### src/rtl/cpu_ctrl_pkg.sv
// rtl/cpu_ctrl_pkg.sv - shared control constants: ALU opcode, sequencer state codes, mux select rule
package cpu_ctrl_pkg;

  localparam logic [7:0] OP_ADD = 8'b00000101;

  localparam logic [2:0] S_IDLE  = 3'd0;
  localparam logic [2:0] S_SEED1 = 3'd1;
  localparam logic [2:0] S_SEED2 = 3'd2;
  localparam logic [2:0] S_ITER  = 3'd3;
  localparam logic [2:0] S_DONE  = 3'd4;

  // Mux select code for register Ri; code 0 means no register.
  function automatic int sel_code(input int idx);
    return idx + 1;
  endfunction

endpackage

### src/rtl/fib_sequencer.sv
// rtl/fib_sequencer.sv - control FSM driving a register-file/ALU datapath to fill R1..RN with Fibonacci terms
module fib_sequencer #(
  parameter int DATA_W   = 16,
  parameter int NUM_REGS = 16,
  parameter int SEL_W    = 5,
  parameter int OP_W     = 8,
  parameter logic [OP_W-1:0] OP_ADD = OP_W'(cpu_ctrl_pkg::OP_ADD)
) (
  input  logic                        clk,
  input  logic                        reset,
  input  logic                        start,
  input  logic [$clog2(NUM_REGS)-1:0] num_terms,
  input  logic                        hold,
  input  logic                        alu_carry,
  output logic [DATA_W-1:0]           immediate,
  output logic                        imm_control,
  output logic [NUM_REGS-1:0]         enable,
  output logic [SEL_W-1:0]            control1,
  output logic [SEL_W-1:0]            control2,
  output logic [OP_W-1:0]             opcode,
  output logic                        buff_en,
  output logic                        busy,
  output logic                        done,
  output logic                        overflow
);

  localparam int IDX_W = $clog2(NUM_REGS);

  logic [2:0]       state;
  logic [IDX_W-1:0] k;
  logic [IDX_W-1:0] n;
  logic [IDX_W-1:0] n_clamp;

  // num_terms can exceed the register count when NUM_REGS is not a power of two
  always_comb begin
    n_clamp = num_terms;
    if (num_terms < IDX_W'(2))
      n_clamp = IDX_W'(2);
    else if (int'(num_terms) > NUM_REGS - 1)
      n_clamp = IDX_W'(NUM_REGS - 1);
  end

  always_ff @(posedge clk or negedge reset) begin
    if (!reset) begin
      state    <= cpu_ctrl_pkg::S_IDLE;
      k        <= '0;
      n        <= IDX_W'(2);
      overflow <= 1'b0;
    end else begin
      case (state)
        cpu_ctrl_pkg::S_IDLE: begin
          if (start) begin
            state    <= cpu_ctrl_pkg::S_SEED1;
            n        <= n_clamp;
            overflow <= 1'b0;
          end
        end
        cpu_ctrl_pkg::S_SEED1: begin
          if (!hold) state <= cpu_ctrl_pkg::S_SEED2;
        end
        cpu_ctrl_pkg::S_SEED2: begin
          if (!hold) begin
            if (n == IDX_W'(2)) begin
              state <= cpu_ctrl_pkg::S_DONE;
            end else begin
              state <= cpu_ctrl_pkg::S_ITER;
              k     <= IDX_W'(3);
            end
          end
        end
        cpu_ctrl_pkg::S_ITER: begin
          // the carrying term is still written this cycle; the run stops after it
          if (!hold) begin
            if (alu_carry) begin
              overflow <= 1'b1;
              state    <= cpu_ctrl_pkg::S_DONE;
            end else if (k == n) begin
              state <= cpu_ctrl_pkg::S_DONE;
            end else begin
              k <= k + IDX_W'(1);
            end
          end
        end
        default: state <= cpu_ctrl_pkg::S_IDLE;
      endcase
    end
  end

  always_comb begin
    immediate   = '0;
    imm_control = 1'b0;
    enable      = '0;
    control1    = '0;
    control2    = '0;
    opcode      = '0;
    buff_en     = 1'b0;
    busy        = 1'b0;
    done        = 1'b0;
    case (state)
      cpu_ctrl_pkg::S_SEED1, cpu_ctrl_pkg::S_SEED2: begin
        busy        = 1'b1;
        imm_control = 1'b1;
        immediate   = DATA_W'(1);
        control1    = SEL_W'(cpu_ctrl_pkg::sel_code(0));
        opcode      = OP_ADD;
        buff_en     = !hold;
        if (!hold)
          enable = (state == cpu_ctrl_pkg::S_SEED1) ? NUM_REGS'(2) : NUM_REGS'(4);
      end
      cpu_ctrl_pkg::S_ITER: begin
        busy     = 1'b1;
        control1 = SEL_W'(cpu_ctrl_pkg::sel_code(int'(k) - 2));
        control2 = SEL_W'(cpu_ctrl_pkg::sel_code(int'(k) - 1));
        opcode   = OP_ADD;
        buff_en  = !hold;
        if (!hold)
          enable = NUM_REGS'(1) << k;
      end
      cpu_ctrl_pkg::S_DONE: done = 1'b1;
      default: ;
    endcase
  end

endmodule
### config.mk
export PLATFORM = sky130hd
export DESIGN_NAME = fib_sequencer
export DESIGN_NICKNAME = d
export VERILOG_FILES = /design/src/rtl/cpu_ctrl_pkg.sv /design/src/rtl/fib_sequencer.sv
export SDC_FILE = /design/constraint.sdc
export NUM_CORES = 1
export LEC_CHECK = 0
export ABC_AREA = 1
export BUFFER_PORTS_ARGS = -buffer_cell sky130_fd_sc_hd__buf_2
export CORE_MARGIN = 8
export CORE_UTILIZATION = 35
export CTS_BUF_LIST = sky130_fd_sc_hd__clkbuf_8
export DETAILED_ROUTE_END_ITERATION = 8
export PLACE_DENSITY = 0.69
export SLEW_MARGIN = 0
export SYNTH_ARGS = -nofsm -noshare
export SYNTH_HDL_FRONTEND = slang
export SYNTH_SLANG_ARGS = --single-unit
### constraint.sdc
create_clock -name clk -period 2 [get_ports clk]
set_input_delay 0.2 -clock clk [delete_from_list [all_inputs] [get_ports clk]]
set_output_delay 0.2 -clock clk [all_outputs]
set_load 0.005 [all_outputs]
==> summary.txt <==
Detailed routing
  – Drt drc: 0
  – Drt first pass iters: 4
  – Via Count: 1,230
  – Iter 0 DRT Violations: 46
  – WL/cell: 11.2 µm
  – Vias per std cell: 4.35
  – Final WL: 3180 µm
  – DRT antenna net count: 0

Layout
  – Commonest non-fill, non-tap cell in the layout: nand2_1
  – NumNets Final: 254
  – Non-Filler Instances: 283
  – Ant diodes: 0
  – P&R area growth vs syn: 15.0%
  – Fillers: 381
  – Share of cells above drive strength 1: 24.5%
  – Most frequent cells in the layout: 43 x nand2_1, 41 x buf_2, 28 x inv_1, 26 x nor2_1, 22 x conb_1

Place
  – PortBufs: 41
  – RePlAce Congestion: 0.878
  – Final HPWL DP: 2640 µm
  – Placed Cells: 278

Clocking
  – H-tree levels: 1
  – Clock slew at reported path FFs: 0.05 ns
  – Post-CTS Setup Repair Bufs: 0
  – CTS tree: built
  – CTS-repair resized insts: 0
  – TritonCTS Buffers: 3
  – Root Buffer: clkbuf_8
  – Later-pin clock latency in the skew report: 0.24 ns
  – Clock buffer depth: 2
  – Clk sink count: 12

Power
  – Comb power frac: 62.4%
  – Lkg Pwr: 0.000872 µW
  – Switching share of power: 50.8%
  – Clk pwr share: 11.9%
  – Internal cell power: 923 µW
  – IR drop worst, VDD: 0.386 mV
  – PD cells: 1300 nW/µm²
  – Part of the power in registers: 25.8%
  – Net switching power figure: 953 µW
  – Total power: 1880 µW

Synthesis
  – Synth unique cells: 26
  – Post-Synthesis Cell Area: 1260 µm²
  – Ys async rst share: 100%
  – #FFs+latches synth: 12
  – Cells after Synth: 197
  – Yosys warns: 0
  – Syn avg cell area: 6.39 µm²
  – Sequential share of the synthesized area: 24.0%
  – Top_reg_cell synth: dfrtp_1
  – Post-synth EDFFs: 0

Worst setup path
  – RR Endpoint: k[2]$_DFFE_PN0P_
  – R2R depth: 10
  – Most common cell on crit path: nand2_2
  – Worst-path maximum fanout: 13
  – Flop2flop setup slack: 0.54 ns
  – Reg-to-reg startpoint: k[2]$_DFFE_PN0P_
  – Crit-path cells: inv_1 -> nor2_2 -> nand2_2 -> inv_2 -> nand2_2 -> o21ai_1 -> and2_1 -> buf_2
  – Worst path slowest cell: dfrtp_1
  – Crit path DAT: 1.60 ns
  – CP peak stage delay: 0.36 ns
  – Startpoint Class: flip-flop
  – Worst Setup End Kind: primary output
  – Worst EP required: 1.80 ns
  – Crit Path Class: reg -> out

Worst hold path
  – Hold Path End: n[1]$_DFFE_PN1P_
  – Worst Hold Depth: 3
  – Worst Hold Class: in -> reg
  – Hold wc startpoint: num_terms[1]

Die
  – Core Box Area: 3390 µm²
  – FP Rows: 21
  – Top Ports: 64
  – Initial Util: 37.1%
  – Die area: 5770 µm²
  – Die span in y: 76.0 µm
  – DIE WIDTH: 76.0 µm

STA
  – Tmin final: 1.80 ns
  – Peak Freq: 554 MHz
  – RSZ-0062 raised after global routing: no
  – Setup TNS: 0 ns
  – Post-route clock period utilization: 90.2%
  – Pins Over Slew Limit: 0
  – Endpoints failing hold: 0
  – Worst Skew: 0.00366 ns
  – Final setup vio count: 0

Outcome
  – Run status: completed

Job
  – Max_cap viols: 0

GRT
  – Pin count of the biggest net entering global routing: 14
  – First-pass GRT wire length: 5410 µm
  – Total track usage: 10.9%
  – Initial antenna violation count: 0
  – Grt ovf: 0
  – Vias in the first global route: 1,157
kinds of logic after synthesis:
| group | synth area share [%] |
|---|---|
| other | 0.298 |
| AO/OA/AOI/OAI | 8.05 |
| flip-flops | 24.0 |
| buffers and inverters | 26.5 |
| adder cells (fa/ha/maj) | 6.96 |
| AND/OR/NAND/NOR | 34.2 |
metal layers:
layer	global-route usage (%)	routed length [µm]	vias to the layer above	part of all wire [%]
li1	-	-	639	-
met1	13.0	1410	530	44
met2	16.0	1360	57	43
met3	4.83	360	4	11
met4	5.88	56	0	1.8
met5	0	0	-	0
state kept, by name, indices dropped and copies added (netlist names):
register / cells
k: 4
n: 4
state: 3
overflow: 1
cell type report:
class	instances	area, µm²	share of cell area (%)
well taps	46	57.6	3.98
flip-flops and latches	12	302	20.8
repair buffers	43	223	15.4
inverters	31	119	8.21
clock buffers	3	41.3	2.85
multi-input cells	147	702	48.5
clock inverters	1	3.75	0.259
stage by stage:
stage | hold slack [ns] | cell area, µm² | worst slack [ns] | util (%)
after CTS | 0.217 | 1450 | 0.172 | 42.7
after detailed placement | 0.105 | 1390 | 0.438 | 41.1
after global placement | 0.0984 | 1390 | 0.471 | 41.1
after global routing | 0.247 | 1450 | 0.0165 | 42.7
after floorplan | -0.0956 | 1340 | 0.753 | -
final | 0.221 | 1450 | 0.195 | 42.7
worst max-delay path by stage:
| stage | startpoint | to | slack [ns] | cells after the start |
|---|---|---|---|---|
| finish | state[0]$_DFFE_PN0P_ | enable[1] | 0.20 | 8 |
| global route | state[0]$_DFFE_PN0P_ | enable[1] | 0.02 | 8 |
| CTS | state[0]$_DFFE_PN0P_ | enable[1] | 0.17 | 8 |
| detailed placement | state[0]$_DFFE_PN0P_ | enable[1] | 0.44 | 8 |
| global placement | state[2]$_DFFE_PN0P_ | enable[1] | 0.47 | 7 |
| floorplan | k[0]$_DFFE_PN0P_ | k[1]$_DFFE_PN0P_ | 0.75 | 6 |
worst max-delay path, delay by kind of cell, from the launching register on:
kind | cells | cell delay (ns)
AOI/OAI and AO/OA | 1 | 0.13
buffers and inverters | 3 | 0.32
DFF | 1 | 0.36
and+or+nand+nor | 4 | 0.54
what timing repair did:
action,in CTS,in global routing
endpoints found under the setup margin,0,0
hold buffers,1,0
hold endpoints to repair,11,0
synthesized netlist by cell type (3+ instances only):
master,n,area [µm²]
inv_2,3,11.3
nand3_1,15,75.1
o21ai_0,8,40.0
nand2_2,5,31.3
nor3_1,7,35.0
inv_1,27,101
dfrtp_1,11,275
nor2_1,26,97.6
buf_4,25,188
nand2_1,43,161
a21oi_1,3,15.0
ha_1,7,87.6
power by group through the flow:
| stage | Sequential, µW | Clock, µW | Combinational (µW) |
|---|---|---|---|
| after floorplan | 454 | 0 | 945 |
| after global placement | 480 | 0 | 1170 |
| after detailed placement | 486 | 0 | 1170 |
| after CTS | 482 | 236 | 1180 |
| after global routing | 502 | 248 | 1360 |
| final | 483 | 223 | 1170 |
(Power assumes the default switching activity.)
